===== src/rtl/panel_pkg.sv =====
// Shared types and constants for the panel character-select path.
package panel_pkg;

  // Width of the debounce stability counter; DEBOUNCE_CYCLES-1 must fit in it.
  localparam int CNT_W = 20;

  // Debounce FSM states. The two WAIT_* states are the "level changed, not yet trusted" phases.
  typedef enum logic [1:0] {
    RELEASED     = 2'd0,
    WAIT_PRESS   = 2'd1,
    PRESSED      = 2'd2,
    WAIT_RELEASE = 2'd3
  } debounce_state_t;

endpackage


===== src/rtl/btn_debouncer.sv =====
// Push-button conditioning: 2-flop synchronizer followed by a 4-state debounce FSM.
// Emits a one-cycle registered press_pulse when a press has been stable for
// DEBOUNCE_CYCLES consecutive synchronized samples. Releases are debounced the
// same way but produce no pulse.
module btn_debouncer
  import panel_pkg::*;
#(
  parameter int unsigned DEBOUNCE_CYCLES = 250000
) (
  input  logic            clk,
  input  logic            rst,
  input  logic            btn_in,
  output logic            press_pulse,
  output debounce_state_t dbg_state
);

  // The counter clears to 0 on entry to a WAIT state (the first stable sample)
  // and the transition fires on the sample that brings it to DEBOUNCE_CYCLES-1,
  // so exactly DEBOUNCE_CYCLES stable samples are seen before the level is accepted.
  localparam logic [CNT_W-1:0] CNT_LAST    = CNT_W'(DEBOUNCE_CYCLES - 1);
  localparam logic [CNT_W-1:0] CNT_PRELAST = CNT_W'(DEBOUNCE_CYCLES - 2);

  logic            r_sync_0;
  logic            r_sync_1;
  logic            w_synced;
  debounce_state_t r_state;
  logic [CNT_W-1:0] r_cnt;
  logic            r_press_pulse;

  assign w_synced = r_sync_1;

  // Synchronizer and debounce FSM; pulse and state are registered outputs.
  always_ff @(posedge clk) begin
    if (rst) begin
      r_sync_0      <= 1'b0;
      r_sync_1      <= 1'b0;
      r_state       <= RELEASED;
      r_cnt         <= '0;
      r_press_pulse <= 1'b0;
    end else begin
      r_sync_0      <= btn_in;
      r_sync_1      <= r_sync_0;
      r_press_pulse <= 1'b0;
      case (r_state)
        RELEASED: begin
          if (w_synced) begin
            r_state <= WAIT_PRESS;
            r_cnt   <= '0;
          end
        end
        WAIT_PRESS: begin
          if (!w_synced) begin
            r_state <= RELEASED;
          end else if (r_cnt >= CNT_PRELAST) begin
            // Counter reaches its ceiling and holds there; never wraps.
            r_state       <= PRESSED;
            r_cnt         <= CNT_LAST;
            r_press_pulse <= 1'b1;
          end else begin
            r_cnt <= r_cnt + 1'b1;
          end
        end
        PRESSED: begin
          if (!w_synced) begin
            r_state <= WAIT_RELEASE;
            r_cnt   <= '0;
          end
        end
        WAIT_RELEASE: begin
          if (w_synced) begin
            r_state <= PRESSED;
          end else if (r_cnt >= CNT_PRELAST) begin
            r_state <= RELEASED;
            r_cnt   <= CNT_LAST;
          end else begin
            r_cnt <= r_cnt + 1'b1;
          end
        end
        default: begin
          r_state <= RELEASED;
          r_cnt   <= '0;
        end
      endcase
    end
  end

  assign press_pulse = r_press_pulse;
  assign dbg_state   = r_state;

endmodule


===== src/rtl/char_select.sv =====
// Character select for the plotter. A debounced button press arms a pending
// flag; the character flips only on the next vsync leading edge so the change
// never tears a frame. Several presses within one frame collapse to one flip.
module char_select
  import panel_pkg::*;
#(
  parameter int unsigned DEBOUNCE_CYCLES  = 250000,
  parameter bit          VSYNC_ACTIVE_LOW = 1'b1
) (
  input  logic            clk,
  input  logic            rst,
  input  logic            btn_in,
  input  logic            vsync,
  output logic            char,
  output logic            press_pulse,
  output logic            pending,
  output debounce_state_t dbg_state
);

  // press_pulse is a single-cycle strobe with no back-pressure: whoever sees it
  // high on a rising edge must take it then, there is no ready/hold.

  logic w_press_pulse;
  logic w_vsync_act;
  logic w_frame_edge;
  logic r_vsync_act_prev;
  logic r_char;
  logic r_pending;

  btn_debouncer #(
    .DEBOUNCE_CYCLES(DEBOUNCE_CYCLES)
  ) u_debouncer (
    .clk         (clk),
    .rst         (rst),
    .btn_in      (btn_in),
    .press_pulse (w_press_pulse),
    .dbg_state   (dbg_state)
  );

  // Normalise vsync to "1 = active" so the edge detector is polarity-free.
  assign w_vsync_act  = VSYNC_ACTIVE_LOW ? ~vsync : vsync;
  assign w_frame_edge = w_vsync_act & ~r_vsync_act_prev;

  // Previous vsync level; reset to inactive so a vsync already active right
  // after reset is treated as a boundary on the first cycle.
  always_ff @(posedge clk) begin
    if (rst) begin
      r_vsync_act_prev <= 1'b0;
    end else begin
      r_vsync_act_prev <= w_vsync_act;
    end
  end

  // Pending/char update: a press arriving on the boundary cycle is applied
  // immediately instead of waiting a whole extra frame.
  always_ff @(posedge clk) begin
    if (rst) begin
      r_char    <= 1'b0;
      r_pending <= 1'b0;
    end else if (w_frame_edge) begin
      if (r_pending || w_press_pulse) begin
        r_char <= ~r_char;
      end
      r_pending <= 1'b0;
    end else if (w_press_pulse) begin
      r_pending <= 1'b1;
    end
  end

  assign char        = r_char;
  assign pending     = r_pending;
  assign press_pulse = w_press_pulse;

endmodule


===== config.mk =====
export PLATFORM = sky130hd
export DESIGN_NAME = char_select
export DESIGN_NICKNAME = d
export VERILOG_FILES = /design/src/rtl/panel_pkg.sv /design/src/rtl/btn_debouncer.sv /design/src/rtl/char_select.sv
export SDC_FILE = /design/constraint.sdc
export NUM_CORES = 1
export LEC_CHECK = 0
export CAP_MARGIN = 15
export CORE_MARGIN = 1
export CORE_UTILIZATION = 45
export CTS_BUF_LIST = sky130_fd_sc_hd__clkbuf_4 sky130_fd_sc_hd__clkbuf_8
export DETAILED_ROUTE_END_ITERATION = 8
export GPL_TIMING_DRIVEN = 0
export PLACE_DENSITY = 0.61
export SYNTH_ARGS = -nofsm -noshare
export SYNTH_HDL_FRONTEND = slang
export SYNTH_HIERARCHICAL = 1
export SYNTH_SLANG_ARGS = --single-unit

===== constraint.sdc =====
create_clock -name clk -period 2.15 [get_ports clk]
set_clock_uncertainty 0.2 [all_clocks]
set_input_delay 0.43 -clock clk [delete_from_list [all_inputs] [get_ports clk]]
set_output_delay 0.43 -clock clk [all_outputs]
set_load 0.01 [all_outputs]

==> impl_results.html, run 1 <==
<table>
<tr><th>Metric</th><th>Value</th></tr>
<tr><th colspan="2">Status</th></tr>
<tr><td>Outcome</td><td>complete, no violations</td></tr>
<tr><th colspan="2">Clocking</th></tr>
<tr><td>Inserted Clock Buffers</td><td>3</td></tr>
<tr><td>CTS hold repair buffers</td><td>0</td></tr>
<tr><td>Clock Latency Late Sink</td><td>0.34 ns</td></tr>
<tr><td>Deepest clock path buffer count</td><td>2</td></tr>
<tr><td>Clock-pin slew on the worst setup and hold paths</td><td>0.15 ns</td></tr>
<tr><td>Number of setup buffers added after CTS</td><td>0</td></tr>
<tr><td>TritonCTS clock tree</td><td>yes</td></tr>
<tr><td>Number of clock sinks</td><td>28</td></tr>
<tr><td>Clock root buffer master</td><td>sky130_fd_sc_hd__clkbuf_4</td></tr>
<tr><td>CTS H-Tree Depth</td><td>1</td></tr>
<tr><th colspan="2">Finish</th></tr>
<tr><td>N_diodes</td><td>0</td></tr>
<tr><td>Most frequent cells in the layout</td><td>sky130_fd_sc_hd__dfxtp_1 (25), sky130_fd_sc_hd__nor2_1 (17), sky130_fd_sc_hd__nand2_1 (12)</td></tr>
<tr><td>Post-synthesis to final-layout area growth</td><td>16.6%</td></tr>
<tr><td>Net total in the final layout</td><td>176</td></tr>
<tr><td>Most common library cell in the layout ignoring fill and taps</td><td>sky130_fd_sc_hd__dfxtp_1</td></tr>
<tr><td>Design area</td><td>1650 sq um</td></tr>
<tr><td>Share of cells above drive strength 1</td><td>0.172</td></tr>
<tr><td>Fill cell instance count of the final layout</td><td>284</td></tr>
<tr><th colspan="2">Global route</th></tr>
<tr><td>Top Usage Layer GRT</td><td>met2</td></tr>
<tr><td>Wire length of the first global-routing pass</td><td>5060 um</td></tr>
<tr><td>Fraction of met1 tracks used by global routing</td><td>0.275</td></tr>
<tr><td>Residual overflow from global routing</td><td>0</td></tr>
<tr><td>Global-route met2 utilization</td><td>0.314</td></tr>
<tr><td>Met3 capacity usage during global routing</td><td>0.0469</td></tr>
<tr><td>Total global routing track utilization</td><td>0.200</td></tr>
<tr><td>Vias in the first global route</td><td>1,060</td></tr>
<tr><td>Antenna violations before repair</td><td>0</td></tr>
<tr><td>Pin count of the biggest net entering global routing</td><td>17</td></tr>
<tr><th colspan="2">Routing</th></tr>
<tr><td>Vias/cell</td><td>5.53</td></tr>
<tr><td>Final antenna-violating net count</td><td>0</td></tr>
<tr><td>DRC violation count after routing</td><td>0</td></tr>
<tr><td>Count of vias placed by the detailed router</td><td>1,166</td></tr>
<tr><td>Routed len/inst</td><td>14.4 um</td></tr>
<tr><td>Detailed-routing iteration count for the pre-antenna-repair pass</td><td>4</td></tr>
<tr><td>Detailed-route wire length</td><td>3040 um</td></tr>
<tr><td>Number of DRC markers in iteration 0</td><td>52</td></tr>
<tr><th colspan="2">Synthesis</th></tr>
<tr><td>Sequential cell area fraction in the yosys report</td><td>0.396</td></tr>
<tr><td>Dominant synthesized flop cell</td><td>sky130_fd_sc_hd__dfxtp_1</td></tr>
<tr><td>Syn nets</td><td>163</td></tr>
<tr><td>Fraction of post-synthesis cell area in the top cell type by area</td><td>0.396</td></tr>
<tr><td>Dominant cell type by area after synthesis</td><td>sky130_fd_sc_hd__dfxtp_1</td></tr>
<tr><td>Mean instance size in the synthesized netlist</td><td>9.02 sq um</td></tr>
<tr><td>Post-synth EDFFs</td><td>0</td></tr>
<tr><td>Count of distinct cell types in the synthesized netlist</td><td>45</td></tr>
<tr><td>FF+latch count, synth</td><td>28</td></tr>
<tr><td>Netlist area before placement</td><td>1420 sq um</td></tr>
<tr><td>Number of synthesis warnings</td><td>6</td></tr>
<tr><td>Dominant cells by area after synthesis</td><td>sky130_fd_sc_hd__dfxtp_1 (40%), sky130_fd_sc_hd__nor2_1 (4.5%), sky130_fd_sc_hd__a21oi_1 (3.5%), sky130_fd_sc_hd__nand2_1 (3.4%), sky130_fd_sc_hd__xor2_1 (3.1%)</td></tr>
<tr><td>Gate count after technology mapping</td><td>157</td></tr>
<tr><td>Proportion of register bits with asynchronous set or reset after synthesis</td><td>0</td></tr>
<tr><th colspan="2">Worst setup path</th></tr>
<tr><td>Capturing point of the worst reg2reg path</td><td>u_debouncer/r_cnt[16]</td></tr>
<tr><td>CP max FO</td><td>5</td></tr>
<tr><td>Crit path max-delay cell type</td><td>sky130_fd_sc_hd__clkdlybuf4s50_1</td></tr>
<tr><td>Stages on worst setup path</td><td>1</td></tr>
<tr><td>Type of the setup path with the least slack</td><td>reg -&gt; out</td></tr>
<tr><td>Cell-by-cell listing of the critical path</td><td>clkdlybuf4s50_1</td></tr>
<tr><td>Crit path buf inv count</td><td>1</td></tr>
<tr><td>Kind of capture point of the worst setup path</td><td>output port</td></tr>
<tr><td>Delay of the slowest critical-path stage</td><td>0.59 ns</td></tr>
<tr><td>Worst reg2reg startpoint</td><td>u_debouncer/r_cnt[11]</td></tr>
<tr><td>Worst setup path endpoint</td><td>dbg_state[1]</td></tr>
<tr><td>Cells on worst reg2reg path</td><td>6</td></tr>
<tr><td>Worst Setup Start Kind</td><td>flip-flop</td></tr>
<tr><td>Critical path required time</td><td>1.52 ns</td></tr>
<tr><td>Endpoint arrival time on the critical path</td><td>1.43 ns</td></tr>
<tr><td>Top Family by Delay on Critical Path</td><td>buffers and inverters</td></tr>
<tr><td>Reg2reg setup slack</td><td>0.10 ns</td></tr>
<tr><th colspan="2">STA</th></tr>
<tr><td>Setup repair after global routing missed its margin</td><td>true</td></tr>
<tr><td>Fin. Hold Viols</td><td>0</td></tr>
<tr><td>Hold slack</td><td>0.265 ns</td></tr>
<tr><td>Tmin final</td><td>2.06 ns</td></tr>
<tr><td>Max-Slew Margin vs Limit</td><td>0.530</td></tr>
<tr><td>Measured slew at the worst slew-check pin</td><td>0.705 ns</td></tr>
<tr><td>Final critical-path share of the clock period</td><td>0.958</td></tr>
<tr><td>Setup Viol. Count Final</td><td>0</td></tr>
<tr><td>Final total negative setup slack</td><td>0 ns</td></tr>
<tr><td>Number of pins with negative max-slew slack in the final report</td><td>0</td></tr>
<tr><td>Maximum clock frequency</td><td>0.486 GHz</td></tr>
<tr><td>Final critical-path setup slack</td><td>0.0913 ns</td></tr>
<tr><th colspan="2">Place</th></tr>
<tr><td>DP Worst Slack</td><td>-0.0590 ns</td></tr>
<tr><td>Post-DP HPWL</td><td>2170 um</td></tr>
<tr><td>Number of buffers added on ports</td><td>8</td></tr>
<tr><td>Routability-driven placement congestion ratio</td><td>0.867</td></tr>
<tr><td>Placed Instance Area</td><td>1550 sq um</td></tr>
<tr><th colspan="2">Floorplanning</th></tr>
<tr><td>Die area</td><td>3380 sq um</td></tr>
<tr><td>X dimension of the die</td><td>58.1 um</td></tr>
<tr><td>Y dimension of the die</td><td>58.1 um</td></tr>
<tr><td>Core ar.</td><td>2880 sq um</td></tr>
<tr><td>Starting utilization of the core area</td><td>0.492</td></tr>
<tr><td>Count of standard-cell rows</td><td>19</td></tr>
<tr><td>Number of I/O pins</td><td>9</td></tr>
<tr><th colspan="2">Power and ir drop</th></tr>
<tr><td>Worst IR Drop VDD</td><td>0.442 mV</td></tr>
<tr><td>Leak</td><td>0.586 nW</td></tr>
<tr><td>PD cells</td><td>555 nW/um^2</td></tr>
<tr><th colspan="2">Worst hold path</th></tr>
<tr><td>Startpoint of the most critical hold path</td><td>u_debouncer/r_sync_0</td></tr>
<tr><td>Hold/Removal Path Class</td><td>reg -&gt; reg</td></tr>
<tr><th colspan="2">Flow run</th></tr>
<tr><td>Max cap viols</td><td>0</td></tr>
</table>
-- kinds of logic after synthesis --
logic type | share of synthesized area
flip-flops | 0.396
multiplexers | 0.00707
buffers and inverters | 0.0433
AND/OR/NAND/NOR | 0.292
AO/OA/AOI/OAI | 0.166
adder cells (fa/ha/maj) | 0.0177
XOR/XNOR | 0.0786
-- worst min-delay path by stage --
| stage | depth (start not counted) | slack, ns | to |
|---|---|---|---|
| floorplan | 1 | 0.21 | u_debouncer/r_sync_1 |
| global placement | 1 | 0.22 | u_debouncer/r_sync_1 |
| detailed placement | 1 | 0.24 | u_debouncer/r_sync_1 |
| CTS | 1 | 0.27 | u_debouncer/r_sync_1 |
| global route | 1 | 0.29 | u_debouncer/r_sync_1 |
| finish | 1 | 0.27 | u_debouncer/r_sync_1 |
-- routing by layer --
| layer | wire length, um | vias up |
|---|---|---|
| met5 | 0 | - |
| met1 | 1560 | 547 |
| met4 | 40 | 0 |
| met3 | 114 | 4 |
| li1 | - | 599 |
| met2 | 1330 | 16 |
-- flip-flops by register name (all words and copies together) (netlist names), named ones only --
register and flops:
r_vsync_act_prev 1, u_debouncer/press_pulse 1, u_debouncer/r_cnt 20, char 1, u_debouncer/r_sync_0 1, u_debouncer/dbg_state 1, pending 1, u_debouncer/r_sync_1 1
-- final cells by class --
cell class                      instances  area [sq um]  area share
Sequential cell                        28           567       0.343
Clock buffer                            3          22.5      0.0136
Tap cell                               42          52.6      0.0318
Clock inverter                          1          30.0      0.0182
Inverter                                6          22.5      0.0136
Timing Repair Buffer                    8          80.1      0.0485
Multi-Input combinational cell        118           836       0.506
Buffer                                  5          41.3      0.0250
-- worst reg2reg max path: stages, from the launching register on --
cell and delay, ns:
sky130_fd_sc_hd__dfxtp_2 0.39, sky130_fd_sc_hd__o41ai_4 0.36, sky130_fd_sc_hd__a21oi_1 0.13, sky130_fd_sc_hd__nor4_2 0.30, sky130_fd_sc_hd__buf_6 0.20, sky130_fd_sc_hd__nand2_2 0.10
sky130_fd_sc_hd__o221a_2 0.27
-- Yosys cell counts, drive strengths merged (2+ instances only) --
| library cell | instances |
|---|---|
| buf | 4 |
| dfxtp | 28 |
| nor2b | 2 |
| o21ai | 4 |
| xor2 | 6 |
| or4 | 2 |
| and3 | 3 |
| nand3 | 9 |
| inv | 6 |
| nor4 | 5 |
| a31o | 2 |
| a21oi | 11 |
| or3 | 3 |
| nor3b | 2 |
| o221a | 3 |
| xnor2 | 5 |
| nand2 | 13 |
| nor3 | 8 |
| nor2 | 17 |
| o211a | 3 |
| ha | 2 |
| nand4 | 6 |
-- stage by stage --
stage	utilization	cells	power, mW
global placement	0.538	207	0.574
global route	0.574	211	0.951
finish	0.574	211	0.917
floorplan	-	157	0.557
CTS	0.562	211	0.923
detailed placement	0.538	207	0.574
-- timing repair --
item | CTS | global route
pin swaps | 0 | 1
endpoints found under the hold margin | 0 | 0
gates resized for setup | 2 | 10
setup endpoints to repair | 2 | 19
-- where the power goes --
| group | internal [mW] | switching [mW] | total, mW |
|---|---|---|---|
| logic | 0.0133 | 0.0241 | 0.0374 |
| registers | 0.521 | 0.00318 | 0.525 |
| clock network | 0.189 | 0.166 | 0.355 |
Power figures use the tool's default switching activity.
==> run 2, diff against run 1 <==
--- a/config.mk
+++ b/config.mk
@@ -6,12 +6,13 @@
 export NUM_CORES = 1
 export LEC_CHECK = 0
 export CAP_MARGIN = 15
-export CORE_MARGIN = 1
+export CORE_MARGIN = 2
 export CORE_UTILIZATION = 45
 export CTS_BUF_LIST = sky130_fd_sc_hd__clkbuf_4 sky130_fd_sc_hd__clkbuf_8
 export DETAILED_ROUTE_END_ITERATION = 8
 export GPL_TIMING_DRIVEN = 0
 export PLACE_DENSITY = 0.61
+export SKIP_LAST_GASP = 1
 export SYNTH_ARGS = -nofsm -noshare
 export SYNTH_HDL_FRONTEND = slang
 export SYNTH_HIERARCHICAL = 1
==> run 2 against run 1 <==
Against the previous run: core utilization down 0.10 points; die area up 7.0%; clock power down 26%; first-iteration DRC count up 40%; total power down 8.6%; non-clock buffer count up 7; critical endpoint is now u_debouncer/r_cnt[15]; final cell count up 4.3%; via count up 8.0%; count of clock-buffer cells in the layout up 1; largest power group unchanged; sequential share of layout area down 1.7 points; sequential cell count unchanged; register-to-register slack worse by 0.04 ns.
==> impl_results.html, run 2 (same netlist as run 1, synthesis figures left out) <==
<table>
<tr><th>Metric</th><th>Value</th></tr>
<tr><th colspan="2">Clocking</th></tr>
<tr><td>Clock-pin slew on the worst setup and hold paths</td><td>0.15 ns</td></tr>
<tr><td>CTS hold repair buffers</td><td>0</td></tr>
<tr><td>Deepest clock path buffer count</td><td>2</td></tr>
<tr><td>CTS H-Tree Depth</td><td>1</td></tr>
<tr><td>Clock root buffer master</td><td>sky130_fd_sc_hd__clkbuf_4</td></tr>
<tr><td>TritonCTS clock tree</td><td>yes</td></tr>
<tr><td>Clock Latency Late Sink</td><td>0.33 ns</td></tr>
<tr><td>Inserted Clock Buffers</td><td>3</td></tr>
<tr><td>Number of clock sinks</td><td>28</td></tr>
<tr><th colspan="2">Finish</th></tr>
<tr><td>N_diodes</td><td>0</td></tr>
<tr><td>Design area</td><td>1740 sq um</td></tr>
<tr><td>Number of standard cells in the final layout excluding fillers</td><td>220</td></tr>
<tr><td>Fill cell instance count of the final layout</td><td>274</td></tr>
<tr><td>Share of cells above drive strength 1</td><td>0.239</td></tr>
<tr><td>Most frequent cells in the layout</td><td>sky130_fd_sc_hd__dfxtp_1 (26), sky130_fd_sc_hd__nor2_1 (14), sky130_fd_sc_hd__nand2_1 (12)</td></tr>
<tr><td>Register with the most flip-flops</td><td>u_debouncer/r_cnt</td></tr>
<tr><td>Util after Layout</td><td>0.573</td></tr>
<tr><td>Most common library cell in the layout ignoring fill and taps</td><td>sky130_fd_sc_hd__dfxtp_1</td></tr>
<tr><td>Total area of sequential cells</td><td>566 sq um</td></tr>
<tr><td>Area of the multi-input gates</td><td>852 sq um</td></tr>
<tr><td>Post-synthesis to final-layout area growth</td><td>22.5%</td></tr>
<tr><td>Net total in the final layout</td><td>183</td></tr>
<tr><td>Flip-flop count of the largest register, all copies and words added</td><td>20</td></tr>
<tr><th colspan="2">STA</th></tr>
<tr><td>Tmin final</td><td>2.09 ns</td></tr>
<tr><td>Measured slew at the worst slew-check pin</td><td>0.639 ns</td></tr>
<tr><td>Number of pins with negative max-slew slack in the final report</td><td>0</td></tr>
<tr><td>Max-Slew Margin vs Limit</td><td>0.574</td></tr>
<tr><td>Fin. Hold Viols</td><td>0</td></tr>
<tr><td>Setup repair after global routing missed its margin</td><td>true</td></tr>
<tr><td>Hold slack</td><td>0.255 ns</td></tr>
<tr><td>Setup Viol. Count Final</td><td>0</td></tr>
<tr><td>Final critical-path setup slack</td><td>0.0581 ns</td></tr>
<tr><td>Maximum clock frequency</td><td>0.478 GHz</td></tr>
<tr><td>Final critical-path share of the clock period</td><td>0.973</td></tr>
<tr><th colspan="2">Global route</th></tr>
<tr><td>Pin count of the biggest net entering global routing</td><td>16</td></tr>
<tr><td>Vias in the first global route</td><td>1,010</td></tr>
<tr><td>Total global routing track utilization</td><td>0.178</td></tr>
<tr><td>Wire length of the first global-routing pass</td><td>4840 um</td></tr>
<tr><td>Residual overflow from global routing</td><td>0</td></tr>
<tr><td>Antenna violations before repair</td><td>0</td></tr>
<tr><th colspan="2">Place</th></tr>
<tr><td>Placed Instance Area</td><td>1550 sq um</td></tr>
<tr><td>Post-DP HPWL</td><td>2100 um</td></tr>
<tr><td>DP Worst Slack</td><td>-0.0561 ns</td></tr>
<tr><td>Routability-driven placement congestion ratio</td><td>0.857</td></tr>
<tr><td># placed instances</td><td>209</td></tr>
<tr><td>Number of buffers added on ports</td><td>8</td></tr>
<tr><th colspan="2">Worst setup path</th></tr>
<tr><td>Worst Setup Start Kind</td><td>flip-flop</td></tr>
<tr><td>Worst reg2reg startpoint</td><td>u_debouncer/r_cnt[0]</td></tr>
<tr><td>Endpoint arrival time on the critical path</td><td>2.14 ns</td></tr>
<tr><td>Crit path max-delay cell type</td><td>sky130_fd_sc_hd__dfxtp_4</td></tr>
<tr><td>Capturing point of the worst reg2reg path</td><td>u_debouncer/r_cnt[15]</td></tr>
<tr><td>Cells on worst reg2reg path</td><td>8</td></tr>
<tr><td>Reg2reg setup slack</td><td>0.06 ns</td></tr>
<tr><td>Type of the setup path with the least slack</td><td>reg -&gt; reg</td></tr>
<tr><td>Delay of the slowest critical-path stage</td><td>0.39 ns</td></tr>
<tr><td>CP max FO</td><td>9</td></tr>
<tr><td>Kind of capture point of the worst setup path</td><td>flip-flop</td></tr>
<tr><td>Critical path required time</td><td>2.20 ns</td></tr>
<tr><td>Top Family by Delay on Critical Path</td><td>compound AO/OA/AOI/OAI gates</td></tr>
<tr><td>Cell-by-cell listing of the critical path</td><td>inv_4 &gt; ha_4 &gt; o211ai_1 &gt; a2111oi_2 &gt; nor4_2 &gt; buf_4 &gt; a21oi_1 &gt; o211a_1</td></tr>
<tr><td>Stages on worst setup path</td><td>8</td></tr>
<tr><td>Crit path buf inv count</td><td>2</td></tr>
<tr><th colspan="2">Flow run</th></tr>
<tr><td>Max cap viols</td><td>0</td></tr>
<tr><th colspan="2">Floorplanning</th></tr>
<tr><td>Core ar.</td><td>3030 sq um</td></tr>
<tr><td>X dimension of the die</td><td>60.1 um</td></tr>
<tr><td>Number of I/O pins</td><td>9</td></tr>
<tr><td>Starting utilization of the core area</td><td>0.468</td></tr>
<tr><td>Die area</td><td>3610 sq um</td></tr>
<tr><td>Count of standard-cell rows</td><td>20</td></tr>
<tr><td>Y dimension of the die</td><td>60.1 um</td></tr>
<tr><th colspan="2">Status</th></tr>
<tr><td>Outcome</td><td>complete, no violations</td></tr>
<tr><th colspan="2">Routing</th></tr>
<tr><td>DRC violation count after routing</td><td>0</td></tr>
<tr><td>Vias/cell</td><td>5.72</td></tr>
<tr><td>Detailed-route wire length</td><td>3220 um</td></tr>
<tr><td>Final antenna-violating net count</td><td>0</td></tr>
<tr><td>Routed len/inst</td><td>14.6 um</td></tr>
<tr><td>Number of DRC markers in iteration 0</td><td>73</td></tr>
<tr><td>Detailed-routing iteration count for the pre-antenna-repair pass</td><td>4</td></tr>
<tr><td>Count of vias placed by the detailed router</td><td>1,259</td></tr>
<tr><th colspan="2">Power and ir drop</th></tr>
<tr><td>Worst IR Drop VDD</td><td>0.324 mV</td></tr>
<tr><td>Leak</td><td>0.615 nW</td></tr>
<tr><td>PD cells</td><td>483 nW/um^2</td></tr>
<tr><th colspan="2">Worst hold path</th></tr>
<tr><td>Number of instances on the worst hold path</td><td>1</td></tr>
<tr><td>Startpoint of the most critical hold path</td><td>u_debouncer/r_sync_0</td></tr>
<tr><td>Hold/Removal Path Class</td><td>reg -&gt; reg</td></tr>
<tr><td>Worst Hold Path EP</td><td>u_debouncer/r_sync_1</td></tr>
</table>
[run 2: changes by cell type in the layout (fill, tap and decap cells not counted), moves of 2 or more]
cell / change
sky130_fd_sc_hd__buf_4: +4
sky130_fd_sc_hd__nor2_2: +3
sky130_fd_sc_hd__nor2_1: -3
sky130_fd_sc_hd__a21oi_2: +2
sky130_fd_sc_hd__a21oi_1: -2
[run 2: area by class of cell]
class | instances | share of cell area
Buffer | 5 | 0.0238
Clock buffer | 4 | 0.0209
Inverter | 6 | 0.0144
Multi-Input combinational cell | 118 | 0.491
Sequential cell | 28 | 0.326
Tap cell | 44 | 0.0317
Timing Repair Buffer | 15 | 0.0923
[run 2: metrics by stage]
stage,power [mW],setup TNS (ns)
6_report,0.838,0
5_1_grt,0.873,-0.186
4_1_cts,0.834,0
3_5_place_dp,0.574,-0.109
3_3_place_gp,0.574,-0.0650
2_1_floorplan,0.557,0
[run 2: metal layers]
metal,vias to the layer above,part of all wire,GRT usage
li1,614,-,-
met1,607,0.46,0.248
met2,34,0.47,0.270
met3,4,0.062,0.0519
met4,0,0.0084,0.0413
met5,-,0,0
[run 2: worst reg2reg max path: cells and delay by family, from the launching register on]
| kind | cells | cell delay, ns |
|---|---|---|
| buffers and inverters | 2 | 0.29 |
| flip-flops | 1 | 0.39 |
| AND/OR/NAND/NOR | 1 | 0.29 |
| adder cells (fa/ha/maj) | 1 | 0.14 |
| AO/OA/AOI/OAI | 4 | 0.71 |
[run 2: how the worst max path moves through the flow]
stage | from | end | slack (ns)
final | u_debouncer/r_cnt[0] | u_debouncer/r_cnt[15] | 0.06
after global routing | u_debouncer/r_cnt[0] | u_debouncer/r_cnt[15] | -0.05
after CTS | u_debouncer/r_cnt[1] | u_debouncer/r_cnt[19] | 0.02
after detailed placement | rst | u_debouncer/r_cnt[14] | -0.06
after global placement | rst | u_debouncer/r_cnt[14] | -0.05
after floorplan | u_debouncer/r_cnt[0] | u_debouncer/r_cnt[1] | 0.27
[run 2: where the power goes]
group	internal, mW	total [mW]	switching [mW]
Combinational	0.0243	0.0526	0.0284
Clock	0.104	0.261	0.158
Sequential	0.521	0.524	0.00314
Total	0.649	0.838	0.189
[run 2: timing repair]
action | in CTS | in global routing
buffers inserted | 0 | 5
endpoints found under the setup margin | 6 | 21
pin swaps | 0 | 4
resized for setup | 2 | 17
cloned | 0 | 2
==> run 3, diff against run 2 <==
--- a/config.mk
+++ b/config.mk
@@ -6,7 +6,6 @@
 export NUM_CORES = 1
 export LEC_CHECK = 0
 export CAP_MARGIN = 15
-export CORE_MARGIN = 2
 export CORE_UTILIZATION = 45
 export CTS_BUF_LIST = sky130_fd_sc_hd__clkbuf_4 sky130_fd_sc_hd__clkbuf_8
 export DETAILED_ROUTE_END_ITERATION = 8
==> run 3 against run 2 <==
Against the previous run: wire length is 5.4% lower; worst setup slack worse by 0.018 ns; fmax is 0.87% lower; sequential share of layout area is 1.9 points higher; highest routed layer unchanged.
==> impl_results.html, run 3 (same netlist as run 1, synthesis figures left out) <==
<table>
<tr><th>Metric</th><th>Value</th></tr>
<tr><th colspan="2">Clocking</th></tr>
<tr><td>Inserted Clock Buffers</td><td>3</td></tr>
<tr><td>CTS hold repair buffers</td><td>0</td></tr>
<tr><td>Clock Latency Late Sink</td><td>0.34 ns</td></tr>
<tr><td>Number of clock sinks</td><td>28</td></tr>
<tr><td>CTS H-Tree Depth</td><td>1</td></tr>
<tr><td>TritonCTS clock tree</td><td>yes</td></tr>
<tr><td>Clock-pin slew on the worst setup and hold paths</td><td>0.16 ns</td></tr>
<tr><td>Clock root buffer master</td><td>sky130_fd_sc_hd__clkbuf_4</td></tr>
<tr><td>Deepest clock path buffer count</td><td>2</td></tr>
<tr><th colspan="2">Finish</th></tr>
<tr><td>Share of cells above drive strength 1</td><td>0.160</td></tr>
<tr><td>Post-synthesis to final-layout area growth</td><td>15.4%</td></tr>
<tr><td>Fill cell instance count of the final layout</td><td>286</td></tr>
<tr><td>Most frequent cells in the layout</td><td>sky130_fd_sc_hd__dfxtp_1 (26), sky130_fd_sc_hd__nor2_1 (17), sky130_fd_sc_hd__nand2_1 (13)</td></tr>
<tr><td>Design area</td><td>1630 sq um</td></tr>
<tr><td>N_diodes</td><td>0</td></tr>
<tr><td>Flip-flop count of the largest register, all copies and words added</td><td>20</td></tr>
<tr><td>Register with the most flip-flops</td><td>u_debouncer/r_cnt</td></tr>
<tr><td>Most common library cell in the layout ignoring fill and taps</td><td>sky130_fd_sc_hd__dfxtp_1</td></tr>
<tr><td>Util after Layout</td><td>0.568</td></tr>
<tr><td>Net total in the final layout</td><td>176</td></tr>
<tr><th colspan="2">Worst setup path</th></tr>
<tr><td>Worst Setup Start Kind</td><td>flip-flop</td></tr>
<tr><td>Top Family by Delay on Critical Path</td><td>compound AO/OA/AOI/OAI gates</td></tr>
<tr><td>Critical path required time</td><td>2.20 ns</td></tr>
<tr><td>Crit path buf inv count</td><td>1</td></tr>
<tr><td>Endpoint arrival time on the critical path</td><td>2.16 ns</td></tr>
<tr><td>Type of the setup path with the least slack</td><td>reg -&gt; reg</td></tr>
<tr><td>CP max FO</td><td>10</td></tr>
<tr><td>Crit path max-delay cell type</td><td>sky130_fd_sc_hd__dfxtp_2</td></tr>
<tr><td>Cell-by-cell listing of the critical path</td><td>o41ai_2 &gt; a21oi_1 &gt; nor4_2 &gt; buf_6 &gt; nand2_1 &gt; o221a_2</td></tr>
<tr><td>Delay of the slowest critical-path stage</td><td>0.39 ns</td></tr>
<tr><td>Kind of capture point of the worst setup path</td><td>flip-flop</td></tr>
<tr><th colspan="2">STA</th></tr>
<tr><td>Final total negative setup slack</td><td>0 ns</td></tr>
<tr><td>Hold slack</td><td>0.265 ns</td></tr>
<tr><td>Maximum clock frequency</td><td>0.474 GHz</td></tr>
<tr><td>Setup Viol. Count Final</td><td>0</td></tr>
<tr><td>Max-Slew Margin vs Limit</td><td>0.529</td></tr>
<tr><td>Number of pins with negative max-slew slack in the final report</td><td>0</td></tr>
<tr><td>Fin. Hold Viols</td><td>0</td></tr>
<tr><td>Final critical-path share of the clock period</td><td>0.982</td></tr>
<tr><td>Setup repair after global routing missed its margin</td><td>true</td></tr>
<tr><td>Measured slew at the worst slew-check pin</td><td>0.706 ns</td></tr>
<tr><td>Tmin final</td><td>2.11 ns</td></tr>
<tr><th colspan="2">Place</th></tr>
<tr><td>Routability-driven placement congestion ratio</td><td>0.867</td></tr>
<tr><td>Post-DP HPWL</td><td>2170 um</td></tr>
<tr><td>Number of buffers added on ports</td><td>8</td></tr>
<tr><td>Placed Instance Area</td><td>1550 sq um</td></tr>
<tr><th colspan="2">Power and ir drop</th></tr>
<tr><td>Internal power summed over all cells</td><td>725 uW</td></tr>
<tr><td>PD cells</td><td>562 nW/um^2</td></tr>
<tr><td>Relative contribution of combinational cells to total power</td><td>0.040</td></tr>
<tr><td>Leak</td><td>0.578 nW</td></tr>
<tr><td>Clk network pwr share</td><td>0.387</td></tr>
<tr><td>Switching Power</td><td>194 uW</td></tr>
<tr><td>Part of the power in registers</td><td>0.572</td></tr>
<tr><td>Worst IR Drop VDD</td><td>0.453 mV</td></tr>
<tr><td>Net switching share of the total power</td><td>0.211</td></tr>
<tr><td>Post-route total power</td><td>919 uW</td></tr>
<tr><th colspan="2">Global route</th></tr>
<tr><td>Vias in the first global route</td><td>1,060</td></tr>
<tr><td>Residual overflow from global routing</td><td>0</td></tr>
<tr><td>Wire length of the first global-routing pass</td><td>5060 um</td></tr>
<tr><td>Total global routing track utilization</td><td>0.200</td></tr>
<tr><td>Antenna violations before repair</td><td>0</td></tr>
<tr><td>Pin count of the biggest net entering global routing</td><td>17</td></tr>
<tr><th colspan="2">Routing</th></tr>
<tr><td>Routed len/inst</td><td>14.4 um</td></tr>
<tr><td>Number of DRC markers in iteration 0</td><td>53</td></tr>
<tr><td>Detailed-route wire length</td><td>3050 um</td></tr>
<tr><td>DRC violation count after routing</td><td>0</td></tr>
<tr><td>Final antenna-violating net count</td><td>0</td></tr>
<tr><td>Vias/cell</td><td>5.53</td></tr>
<tr><td>Count of vias placed by the detailed router</td><td>1,167</td></tr>
<tr><td>Detailed-routing iteration count for the pre-antenna-repair pass</td><td>4</td></tr>
<tr><th colspan="2">Floorplanning</th></tr>
<tr><td>Y dimension of the die</td><td>58.1 um</td></tr>
<tr><td>Number of I/O pins</td><td>9</td></tr>
<tr><td>X dimension of the die</td><td>58.1 um</td></tr>
<tr><td>Count of standard-cell rows</td><td>19</td></tr>
<tr><td>Starting utilization of the core area</td><td>0.492</td></tr>
<tr><td>Core ar.</td><td>2880 sq um</td></tr>
<tr><td>Die area</td><td>3380 sq um</td></tr>
<tr><th colspan="2">Status</th></tr>
<tr><td>Outcome</td><td>complete, no violations</td></tr>
<tr><th colspan="2">Worst hold path</th></tr>
<tr><td>Hold/Removal Path Class</td><td>reg -&gt; reg</td></tr>
<tr><th colspan="2">Flow run</th></tr>
<tr><td>Max cap viols</td><td>0</td></tr>
</table>
run 3: what timing repair did:
item,4_1_cts,5_1_grt
endpoints found under the setup margin,2,19
gates resized for setup,2,5
pin swaps,0,1
gates cloned,0,0
setup buffers,0,0
endpoints found under the hold margin,0,0
run 3: worst paths after layout:
check	from	end	slack, ns	cells after the start
setup reg to reg	u_debouncer/r_cnt[11]	u_debouncer/r_cnt[16]	0.04	6
hold reg to reg	u_debouncer/r_sync_0	u_debouncer/r_sync_1	0.27	1
hold / removal	u_debouncer/r_sync_0	u_debouncer/r_sync_1	0.27	1
setup / recovery	u_debouncer/r_cnt[11]	u_debouncer/r_cnt[16]	0.04	6
run 3: per-stage QoR:
step	cells	setup WS, ns
after global routing	211	-0.0637
after global placement	207	-0.0849
final	211	0.0397
after CTS	211	0.0124
after floorplan	157	0.274
after detailed placement	207	-0.0590
run 3: final cells by class:
cell class	instances	area [sq um]	area share
clock buffer	3	22.5	0.0138
buffer	5	41.3	0.0253
inverter	6	22.5	0.0138
timing repair buffer	8	80.1	0.0490
clock inverter	1	30.0	0.0184
tap	42	52.6	0.0322
sequential	28	563	0.345
multi-input combinational	118	822	0.503
run 3: power groups by stage:
stage | registers (mW) | clock network [mW] | logic (mW)
2_1_floorplan | 0.536 | 0 | 0.0207
3_5_place_dp | 0.537 | 0 | 0.0366
6_report | 0.526 | 0.356 | 0.0372
4_1_cts | 0.526 | 0.360 | 0.0370
5_1_grt | 0.527 | 0.385 | 0.0400
3_3_place_gp | 0.537 | 0 | 0.0368
run 3: per-layer routing:
layer  up-vias  part of all wire  GRT usage
li1        599                 -          -
met1       549              0.52      0.275
met2        15              0.43      0.314
met3         4             0.037     0.0469
met4         0             0.013     0.0544
met5         -                 0          0
run 3: worst register-to-register path: stages, from the launching register on:
cell	delay [ns]
sky130_fd_sc_hd__dfxtp_2	0.39
sky130_fd_sc_hd__o41ai_2	0.38
sky130_fd_sc_hd__a21oi_1	0.14
sky130_fd_sc_hd__nor4_2	0.29
sky130_fd_sc_hd__buf_6	0.20
sky130_fd_sc_hd__nand2_1	0.13
sky130_fd_sc_hd__o221a_2	0.29
